File: config.mk
export PLATFORM = sky130hd
export DESIGN_NAME = ct_piu_l2pmp_apb_mst
export DESIGN_NICKNAME = d
export VERILOG_FILES = /design/src/rtl/ct_piu_l2pmp_apb_mst.sv
export SDC_FILE = /design/constraint.sdc
export NUM_CORES = 1
export LEC_CHECK = 0
export ABC_CLOCK_PERIOD_IN_PS = 1700
export CORE_MARGIN = 2
export CORE_UTILIZATION = 37
export DETAILED_ROUTE_END_ITERATION = 8
export PLACE_DENSITY = 0.84
export SLEW_MARGIN = 10
export SYNTH_ARGS = -nofsm -noshare
export SYNTH_HDL_FRONTEND = slang
export SYNTH_SLANG_ARGS = --single-unit
File: constraint.sdc
create_clock -name forever_cpuclk -period 1.7 [get_ports forever_cpuclk]
set_clock_uncertainty 0.05 [all_clocks]
set_input_delay 0.255 -clock forever_cpuclk [delete_from_list [all_inputs] [get_ports forever_cpuclk]]
set_output_delay 0.255 -clock forever_cpuclk [all_outputs]
set_load 0.03 [all_outputs]
File: src/rtl/ct_piu_l2pmp_apb_mst.sv
// ct_piu_l2pmp_apb_mst
//
// APB initiator bridging the PIU register path to the L2 PMP configuration
// slave. Accepts one access at a time on a valid/ready request port, runs a
// two-phase APB transfer (SETUP, ACCESS), and returns read data and an error
// flag as a single-cycle response pulse. A watchdog forces completion with an
// error when the slave holds pready low for TIMEOUT ACCESS cycles.
//
// State table:
//   IDLE   | waiting for a request; req_rdy high
//   SETUP  | APB setup phase; psel high, penable low
//   ACCESS | APB access phase; waiting for pready or watchdog expiry
//   RESP   | resp_vld pulse with captured data/error
//
// Ports:
//   forever_cpuclk, cpurst           clock, synchronous active-high reset
//   req_vld/req_rdy/req_write/
//   req_addr/req_wdata               request port
//   resp_vld/resp_rdata/resp_err     response pulse
//   psel/penable/pwrite/paddr/pwdata APB initiator outputs (*_l2pmp_x)
//   pready/perr/x_prdata_l2pmp       APB slave returns
module ct_piu_l2pmp_apb_mst #(
    parameter int ADDR_WIDTH = 12,
    parameter int TIMEOUT    = 255
) (
    input  logic                  forever_cpuclk,
    input  logic                  cpurst,
    input  logic                  req_vld,
    output logic                  req_rdy,
    input  logic                  req_write,
    input  logic [ADDR_WIDTH-1:0] req_addr,
    input  logic [31:0]           req_wdata,
    output logic                  resp_vld,
    output logic [31:0]           resp_rdata,
    output logic                  resp_err,
    output logic                  psel_l2pmp_x,
    output logic                  penable_l2pmp_x,
    output logic                  pwrite_l2pmp_x,
    output logic [ADDR_WIDTH-1:0] paddr_l2pmp_x,
    output logic [31:0]           pwdata_l2pmp_x,
    input  logic                  pready_l2pmp_x,
    input  logic                  perr_l2pmp_x,
    input  logic [31:0]           x_prdata_l2pmp
);

    // A zero TIMEOUT disables the watchdog; keep a 1-bit counter so the
    // declarations stay legal.
    localparam int CNT_W = (TIMEOUT > 0) ? $clog2(TIMEOUT + 1) : 1;
    localparam logic [CNT_W-1:0] CNT_LAST = (TIMEOUT > 0) ? CNT_W'(TIMEOUT - 1) : '0;
    localparam logic [CNT_W-1:0] CNT_MAX  = '1;

    typedef enum logic [1:0] {
        ST_IDLE   = 2'd0,
        ST_SETUP  = 2'd1,
        ST_ACCESS = 2'd2,
        ST_RESP   = 2'd3
    } state_t;

    state_t                  state_q,  state_d;
    logic [CNT_W-1:0]        cnt_q,    cnt_d;
    logic                    pwrite_q, pwrite_d;
    logic [ADDR_WIDTH-1:0]   paddr_q,  paddr_d;
    logic [31:0]             pwdata_q, pwdata_d;
    logic [31:0]             rdata_q,  rdata_d;
    logic                    err_q,    err_d;

    always_ff @(posedge forever_cpuclk) begin
        if (cpurst) begin
            state_q  <= ST_IDLE;
            cnt_q    <= '0;
            pwrite_q <= 1'b0;
            paddr_q  <= '0;
            pwdata_q <= '0;
            rdata_q  <= '0;
            err_q    <= 1'b0;
        end else begin
            state_q  <= state_d;
            cnt_q    <= cnt_d;
            pwrite_q <= pwrite_d;
            paddr_q  <= paddr_d;
            pwdata_q <= pwdata_d;
            rdata_q  <= rdata_d;
            err_q    <= err_d;
        end
    end

    always_comb begin
        state_d  = state_q;
        cnt_d    = cnt_q;
        pwrite_d = pwrite_q;
        paddr_d  = paddr_q;
        pwdata_d = pwdata_q;
        rdata_d  = rdata_q;
        err_d    = err_q;

        case (state_q)
            ST_IDLE: begin
                if (req_vld) begin
                    pwrite_d = req_write;
                    paddr_d  = req_addr;
                    pwdata_d = req_wdata;
                    state_d  = ST_SETUP;
                end
            end
            ST_SETUP: begin
                cnt_d   = '0;
                state_d = ST_ACCESS;
            end
            ST_ACCESS: begin
                if (pready_l2pmp_x) begin
                    // Read data is only meaningful for an error-free read.
                    rdata_d = (!pwrite_q && !perr_l2pmp_x) ? x_prdata_l2pmp : 32'd0;
                    err_d   = perr_l2pmp_x;
                    state_d = ST_RESP;
                end else if ((TIMEOUT != 0) && (cnt_q == CNT_LAST)) begin
                    rdata_d = 32'd0;
                    err_d   = 1'b1;
                    state_d = ST_RESP;
                end else if (cnt_q != CNT_MAX) begin
                    cnt_d = cnt_q + CNT_W'(1);
                end
            end
            ST_RESP: begin
                state_d = ST_IDLE;
            end
            default: begin
                state_d = ST_IDLE;
            end
        endcase
    end

    // Every output is a flop or a decode of the state register, so slave
    // inputs never reach an output combinationally.
    assign req_rdy         = (state_q == ST_IDLE);
    assign resp_vld        = (state_q == ST_RESP);
    assign resp_rdata      = rdata_q;
    assign resp_err        = err_q;
    assign psel_l2pmp_x    = (state_q == ST_SETUP) || (state_q == ST_ACCESS);
    assign penable_l2pmp_x = (state_q == ST_ACCESS);
    assign pwrite_l2pmp_x  = pwrite_q;
    assign paddr_l2pmp_x   = paddr_q;
    assign pwdata_l2pmp_x  = pwdata_q;

endmodule
# Word level (Yosys, flattened, before mapping)
# Cells that the tools add are included.
[totals]
reg_bits = 88
inputBits = 82
out_inout_bits = 82
word_cells = 42
[classes]
addsub = 1
eq_ne = 10
muxes = 13
reduce_logical = 11
[ops]
columns = ["cell", "count"]
rows = [
  ["$mux W32", 3],
  ["$mux W8", 3],
  ["$pmux W8 S2", 1],
  ["$add A8 B1 Y8 const B", 1],
  ["$eq A8 B8 Y1 const B", 1],
  ["$ne A8 B8 Y1 const B", 1],
  ["$pmux W2 S4", 1],
  ["$mux W2", 3],
  ["$ne A2 B2 Y1 const B", 3],
  ["$reduce_and A2 Y1", 3],
  ["$eq A2 B2 Y1 const B", 2],
  ["$reduce_and A4 Y1", 1],
  ["$reduce_bool A2 Y1", 2],
  ["$ne A3 B1 Y1 const B", 1],
  ["$eq A2 B1 Y1 const B", 1],
  ["$logic_not A1 Y1", 2],
  ["$logic_not A2 Y1", 1],
  ["$mux W1", 2],
  ["$ne A2 B1 Y1 const B", 1],
  ["$logic_and A1 B1 Y1", 1],
  ["$logic_or A1 B1 Y1", 1],
]

# Longest topological paths before layout
# Gate-level depths: netlist of run 1.
[logic_depth]
word_depth = 5
mapped_depth = 8
mapped_depth_nobuf = 6

# Worst setup path before layout of run 1
# No wires, ideal clock.
[synth_timing]
kind = "reg-to-reg"
start = "register state_q[0]"
end = "register cnt_q[7]"
setup_time_ps = 114
arrival_time_ps = 1765
required_ps = 1536
setup_slack_ps = -229
path_stages_with_launch = 8
path_buffers = 1
period_less_slack_ps = 1929
path_cell_list = "dfxtp_1 > inv_1 > ha_1 > buf_2 > nand4b_1 > nor4b_1 > mux2i_1 > a21o_1"
[synth_via]
elab_chain_cells = 3
elab_cells_between_ends = 8
cone_classes = "eq/ne: 5; mux: 1; reduce/logical: 2"
[synth_lines]
columns = ["element", "line", "rtl"]
rows = [
  ["from (decl)", "59", "state_t state_q, state_d;"],
  ["from (signal assigned)", "77", "state_q <= state_d;"],
  ["$eq A2 B2 Y1 (*)", "--", ""],
  ["via penable_l2pmp_x", "37", "output logic penable_l2pmp_x,"],
  ["$ne A2 B1 Y1 (no source line), or another cell as far along", "--", ""],
  ["$reduce_and A4 Y1 (no source line)", "--", ""],
  ["to (signal assigned)", "78", "cnt_q <= cnt_d;"],
  ["to (decl)", "60", "logic [CNT_W-1:0] cnt_q, cnt_d;"],
]
# The timed path passes the listed nets; every way through them passes the cells marked *.
# A chain may end at the register's enable or synchronous reset.

# Worst setup path after layout of run 1
[layout_timing]
start = "register cnt_q[1]"
end = "register cnt_q[4]"
[layout_via]
elab_chain_cells = 5
elab_cells_between_ends = 10
cone_classes = "add/sub: 1; eq/ne: 4; mux: 4; reduce/logical: 1"
[layout_lines]
columns = ["element", "line", "rtl"]
rows = [
  ["$add A8 B1 Y8", "120", "cnt_d = cnt_q + CNT_W'(1);"],
  ["$mux W8", "119", "end else if (cnt_q != CNT_MAX) begin"],
  ["$mux W8", "115", "end else if ((TIMEOUT != 0) && (cnt_q == CNT_LAST)) begin"],
  ["$mux W8", "110", "if (pready_l2pmp_x) begin"],
  ["$pmux W8 S2", "96", "case (state_q)"],
]
# Parallel ways exist; a longest one is shown, timed or not. The select of a mux whose other input is x is not followed.

==> results of run 1 <==
-- how the worst max path moves through the flow --
stage / endpoint / slack (ps) / depth (start not counted)
floorplan: pwdata_l2pmp_x[10]$_SDFFE_PP0P_ / -10 / 7
global placement: resp_rdata[3]$_SDFFE_PP0P_ / -20 / 6
detailed placement: cnt_q[3]$_SDFFE_PP0P_ / -130 / 5
CTS: pwdata_l2pmp_x[26] / 0.5 / 1
global route: cnt_q[4]$_SDFFE_PP0P_ / -130 / 6
finish: cnt_q[4]$_SDFFE_PP0P_ / -30 / 6
-- placed cells by master, fill, tap and decap left out, drive strengths merged, types with 5 or more instances in the layout --
master / synthesis / final
nor3: 5 / 5
dlymetal6s2s: 0 / 56
a21oi: 65 / 65
clkdlybuf4s50: 0 / 94
dlygate4sd2: 0 / 8
dfxtp: 88 / 88
buf: 12 / 32
clkbuf: 13 / 12
nand2: 115 / 115
ha: 7 / 7
inv: 6 / 8
o21ai: 19 / 19
a22o: 15 / 15
-- Yosys cell counts (2+ instances only) --
cell	number	area, um^2
o41ai_1	2	17.5
dfxtp_1	88	1760
a22o_1	10	87.6
clkbuf_1	12	45.0
nand3_1	2	10.0
nand3b_1	3	22.5
buf_1	4	15.0
ha_1	7	87.6
a31oi_1	3	18.8
nand2_1	115	432
inv_1	6	22.5
a21o_1	4	30.0
o311ai_0	2	17.5
nor2b_1	2	12.5
nand2b_1	3	18.8
a21oi_1	65	325
a22o_2	5	50.1
buf_2	5	25.0
nor2_1	4	15.0
mux2i_1	3	30.0
o21ai_0	19	95.1
nor3_1	4	20.0
buf_6	2	22.5
-- per-layer routing --
layer  vias to the layer above  global-route usage  part of all wire
met2                       148               0.330              0.51
li1                       1718                   -                 -
met1                      1634               0.221              0.39
met4                         0              0.0991             0.029
met3                        30              0.0522             0.066
met5                         -                   0                 0
-- cells by family after synthesis --
family	after synthesis	synth area share
AND/OR/NAND/NOR	145	0.188
flip-flops	88	0.514
adder cells (fa/ha/maj)	7	0.0255
multiplexers	3	0.00876
buffers and inverters	31	0.0416
AO/OA/AOI/OAI	121	0.222
-- cell type report --
cell class | instances | area (um^2)
Multi-Input combinational cell | 276 | 1620
Fill cell | 736 | 3310
Tap cell | 111 | 139
Timing Repair Buffer | 194 | 2070
Sequential cell | 88 | 1770
Clock inverter | 6 | 45.0
Clock buffer | 9 | 124
Inverter | 6 | 25.0
-- worst max-delay path, delay by kind of cell (launching register included) --
kind / cells / cell delay, ps
AO/OA/AOI/OAI: 3 / 740
buffers and inverters: 1 / 140
adder cells (fa/ha/maj): 1 / 200
flip-flops: 1 / 390
AND/OR/NAND/NOR: 1 / 120
-- state kept, by name (all words and copies together) (netlist names) --
signal,count
state_q,2
pwrite_l2pmp_x,1
resp_rdata,32
pwdata_l2pmp_x,32
resp_err,1
cnt_q,8
paddr_l2pmp_x,12
-- power groups by stage --
stage	registers (mW)	clock network, mW	logic [mW]
after global placement	2.48	0	2.39
final	2.45	1.30	2.54
after CTS	2.44	1.33	2.43
after global routing	2.48	1.42	2.73
after detailed placement	2.49	0	2.43
after floorplan	2.91	0	0.979
-- repair_timing --
item	CTS	global route
hold buffers	0	0
buffers inserted	0	8
resized for setup	15	83
pin swaps	0	7
cloned	0	2
endpoints found under the setup margin	14	87
==> metrics.txt, run 1 <==
clk_lat worst skew=340 ps; Final Hold Fails=0; Comb pwr share=0.404; status=complete, but fails checks; RR Startpoint=cnt_q[1]$_SDFFE_PP0P_; critical path's slowest cell=dfxtp_1; TritonCTS clock tree=built; GR Util All Layers=0.193; max-cap violations=0; Hold Crit Start=cpurst; Fin Setup TNS=-69.3 ps; part of the power in the clock network=0.207; clk sinks=88; Post-Place Worst Slack=-132 ps; Hold Crit Class=in -> reg; failing checks=negative setup slack; final setup margin=-29.5 ps; switch share=0.379; WP data required=1900 ps; capturing point of the worst reg2reg path=cnt_q[4]$_SDFFE_PP0P_; HPWL after DPL=7.22 mm; Hold Path Depth=2; CTS max path bufs=2; synthesized instance count=395; CP Class=reg -> reg; vias per inst=5.12; clock root buffer=clkbuf_8; Yosys reg bits=88; total CTS buffers=9; post-synthesis cell type count=48; Ports=164; crit-path cells=ha_1 -> buf_4 -> nand3b_1 -> o311ai_1 -> o41ai_1 -> a21o_1; Worst Tran Pin Value=508 ps; n_diodes=0; largest fanout on the critical path=4; fin crit share=1.02; DR iter-0 viols=112; Max-slew headroom=0.657; first-pass GRT wire length=15.7 mm; Syn Nets=484; die width=100 um; placed cell area=0.00530 mm^2; CP startpoint=cnt_q[1]$_SDFFE_PP0P_; synthesized cell area=0.00343 mm^2; fraction of layout cells with a size suffix above 1=0.152; Pins Over Slew Limit=0; worst path arrival time=1930 ps; final WL=10.8 mm; ys flop type=dfxtp_1; Reg2Reg Depth=6; fin util=0.637; Power Dens Cells=1080 mW/mm^2; slowest cell delay on critical path=390 ps; initial core utilization=0.376; fraction of registers with async set/reset=0; clk slew on worst S/H paths=100 ps; # H-tree levels=3; fmax=578 MHz; largest net degree at the start of global routing=47; hold_ws=270 ps; core area=0.00911 mm^2; RSZ-0062 raised after global routing=true; Routed Antenna Nets=0; P_int=3.90 mW; antenna violations before repair=0; port bufs=163; DRC viols=0; Tot Pwr=6.28 mW; Core Rows=35; WHS Endpoint=pwdata_l2pmp_x[26]$_SDFFE_PP0P_; chip height=100 um; worst vdd ir=0.571 mV; final instance area=0.00580 mm^2; post-synthesis sequential area ratio=0.514; TritonRoute pass-1 iters=4; gr ovfl total=0; Critical Path Source Type=register; area grow syn2layout=69.2%; syn avg cell area=8.68 um^2; Switch Pwr=2.38 mW; min cycle time layout=1730 ps; Flop pwr share=0.390; nature of the critical path endpoint=register; # nets final=664; Post-synth EDFFs=0; full die area=0.0101 mm^2; vias post-DR=3,530; RePlAce Congestion=0.816; post-placement cell count=665; Ys Warns=0; endpoints failing setup=7; vias in the first global route=3,344; post-route insts no fill=690; routed len/inst=15.7 um; R2R Setup Slk=-30 ps; static leakage=3.10 nW
(Power assumes the default switching activity.)
==> run 2, diff against run 1 <==
--- a/config.mk
+++ b/config.mk
@@ -5,11 +5,12 @@
 export SDC_FILE = /design/constraint.sdc
 export NUM_CORES = 1
 export LEC_CHECK = 0
-export ABC_CLOCK_PERIOD_IN_PS = 1700
+export ABC_CLOCK_PERIOD_IN_PS = 1800
+export CAP_MARGIN = 25
 export CORE_MARGIN = 2
-export CORE_UTILIZATION = 37
+export CORE_UTILIZATION = 41
 export DETAILED_ROUTE_END_ITERATION = 8
-export PLACE_DENSITY = 0.84
+export PLACE_DENSITY = 0.88
 export SLEW_MARGIN = 10
 export SYNTH_ARGS = -nofsm -noshare
 export SYNTH_HDL_FRONTEND = slang
==> constraint.sdc (replaced) <==
create_clock -name forever_cpuclk -period 1.8 [get_ports forever_cpuclk]
set_clock_uncertainty 0.05 [all_clocks]
set_input_delay 0.27 -clock forever_cpuclk [delete_from_list [all_inputs] [get_ports forever_cpuclk]]
set_output_delay 0.27 -clock forever_cpuclk [all_outputs]
set_load 0.03 [all_outputs]
==> run 2 against run 1 <==
Net effect: the run now ends clean; die area shrank 9.4%; hold slack improved by 17 ps; first-iteration DRC count is 9.8% lower; via count fell by 3.1%; maximum frequency decreased by 1.9%; register-to-register slack gained 70 ps; clock-buffer cell count is 2 higher; non-clock buffer count down 11; critical endpoint is now cnt_q[5]$_SDFFE_PP0P_; largest power group is now sequential cells.
==> metrics.txt, run 2 (same netlist as run 1, synthesis figures left out) <==
status=finished, final reports clean (was complete, but fails checks); Worst Tran Pin Value=430 ps (was 508 ps); area grow syn2layout=59.9% (was 69.2%); routed len/inst=14.5 um (was 15.7 um); DRC viols=0 (unchanged); Max-slew headroom=0.713 (was 0.657); fmax=567 MHz (was 578 MHz); Critical Path End=cnt_q[5]$_SDFFE_PP0P_ (was cnt_q[4]$_SDFFE_PP0P_); Hold Crit Class=in -> reg (unchanged); static leakage=2.03 nW (was 3.10 nW); WP data required=2000 ps (was 1900 ps); initial core utilization=0.419 (was 0.376); worst path arrival time=1960 ps (was 1930 ps); fin crit share=0.979 (was 1.02); commonest non-fill, non-tap cells in the layout=157 x clkdlybuf4s50_1, 114 x nand2_1, 86 x dfxtp_1 (was 113 x nand2_1, 94 x clkdlybuf4s50_1, 84 x dfxtp_1); HPWL after DPL=7.12 mm (was 7.22 mm); capturing point of the worst reg2reg path=cnt_q[5]$_SDFFE_PP0P_ (was cnt_q[4]$_SDFFE_PP0P_); Pins Over Slew Limit=0 (unchanged); core area=0.00818 mm^2 (was 0.00911 mm^2); CP startpoint=state_q[0]$_SDFFE_PP0P_ (was cnt_q[1]$_SDFFE_PP0P_); Setup Fix Bufs, Post-CTS=0 (unchanged); vias post-DR=3,421 (was 3,530); first-pass GRT wire length=15.2 mm (was 15.7 mm); CP Class=reg -> reg (unchanged); R2R Setup Slk=40 ps (was -30 ps); fraction of layout cells with a size suffix above 1=0.100 (was 0.152); full die area=0.00911 mm^2 (was 0.0101 mm^2); final WL=9.74 mm (was 10.8 mm); n_diodes=0 (unchanged); vias per inst=5.08 (was 5.12); clk slew on worst S/H paths=90 ps (was 100 ps); Routed Antenna Nets=0 (unchanged); GR Util All Layers=0.210 (was 0.193); Ports=164 (unchanged); TritonCTS clock tree=built (unchanged); Reg area=0.00176 mm^2 (was 0.00177 mm^2); footprint of the multi-input gates=0.00155 mm^2 (was 0.00162 mm^2); # H-tree levels=3 (unchanged); endpoints failing setup=0 (was 7); TritonRoute pass-1 iters=4 (unchanged); vias in the first global route=3,404 (was 3,344); Hold Crit Start=cpurst (unchanged); Core Rows=33 (was 35); Final Hold Fails=0 (unchanged); CTS Hold Bufs=0 (unchanged); DR iter-0 viols=101 (was 112); worst vdd ir=0.594 mV (was 0.571 mV); Reg2Reg Depth=6 (unchanged); CTS max path bufs=2 (unchanged); nature of the critical path endpoint=register (unchanged); clk_lat worst skew=350 ps (was 340 ps); clk sinks=88 (unchanged); largest net degree at the start of global routing=37 (was 47); port bufs=163 (unchanged); antenna violations before repair=0 (unchanged); gr ovfl total=0 (unchanged); RSZ-0062 raised after global routing=true (unchanged); commonest non-fill, non-tap cell in the layout=clkdlybuf4s50_1 (was nand2_1); fillers=647 (was 736); Critical Path Source Type=register (unchanged); clock root buffer=clkbuf_8 (unchanged); Power Dens Cells=1090 mW/mm^2 (was 1080 mW/mm^2); hold_ws=287 ps (was 270 ps); min cycle time layout=1760 ps (was 1730 ps); RePlAce Congestion=0.903 (was 0.816); largest fanout on the critical path=7 (was 4); die width=95.4 um (was 100 um); total CTS buffers=9 (unchanged); # nets final=653 (was 664); chip height=95.4 um (was 100 um); RR Startpoint=state_q[0]$_SDFFE_PP0P_ (was cnt_q[1]$_SDFFE_PP0P_); max-cap violations=0 (unchanged); Tot Pwr=5.98 mW (was 6.28 mW)
-- run 2: cell count changes in the layout (fill, tap and decap cells not counted), moves of 3 or more --
cell             delta
buf_6               -3
clkdlybuf4s50_1    +63
buf_4               -6
a21oi_1             +8
dlygate4sd2_1       -6
dlymetal6s2s_1     -56
a21oi_2             -8
-- run 2: layout make-up --
type	instances	share of cell area
repair buffers	183	0.330
flip-flops and latches	88	0.322
multi-input cells	276	0.283
clock buffers	11	0.0258
well taps	105	0.0240
clock inverters	5	0.0114
inverters	6	0.00411
-- run 2: metrics by stage --
| step | utilization | cells | cell area, um^2 | TNS, ps | setup WS (ps) |
|---|---|---|---|---|---|
| 6_report | 0.670 | 674 | 5480 | 0 | 37.8 |
| 5_1_grt | 0.670 | 674 | 5480 | -59.4 | -36.9 |
| 4_1_cts | 0.668 | 674 | 5460 | 0 | 13.7 |
| 3_5_place_dp | 0.644 | 658 | 5260 | -281 | -135 |
| 3_3_place_gp | 0.644 | 658 | 5260 | 0 | 8.49 |
| 2_1_floorplan | - | 395 | 3440 | -33.7 | -29.6 |
-- run 2: metal layers --
layer	GRT usage	vias to the layer above	routed length (um)
met5	0	-	0
met4	0.100	0	180
met3	0.0545	15	668
met2	0.363	126	4980
met1	0.243	1584	3920
li1	-	1696	-
-- run 2: worst min path at each step --
stage / end / slack [ps] / cells past startpoint
6_report: cnt_q[2]$_SDFFE_PP0P_ / 290 / 2
5_1_grt: cnt_q[2]$_SDFFE_PP0P_ / 290 / 2
4_1_cts: cnt_q[2]$_SDFFE_PP0P_ / 280 / 2
3_5_place_dp: pwdata_l2pmp_x[9]$_SDFFE_PP0P_ / 400 / 2
3_3_place_gp: pwdata_l2pmp_x[31]$_SDFFE_PP0P_ / 390 / 2
2_1_floorplan: resp_rdata[10]$_SDFFE_PP0P_ / 350 / 1
-- run 2: where the power goes --
| part | total, mW | switching, mW | internal, mW |
|---|---|---|---|
| clock network | 1.39 | 0.702 | 0.690 |
| registers | 2.31 | 0.132 | 2.18 |
| logic | 2.28 | 1.34 | 0.938 |
| total | 5.98 | 2.17 | 3.81 |
-- run 2: critical path, stage by stage, from the launching register on --
cell      delay (ps)
dfxtp_1          320
inv_1            170
ha_4             220
nand4b_1         240
o311ai_1         360
o41ai_1          150
a21o_1           170
-- run 2: repair_timing --
action | in CTS | in global routing
setup endpoints to repair | 6 | 42
gates resized for setup | 9 | 7
endpoints found under the hold margin | 0 | 0
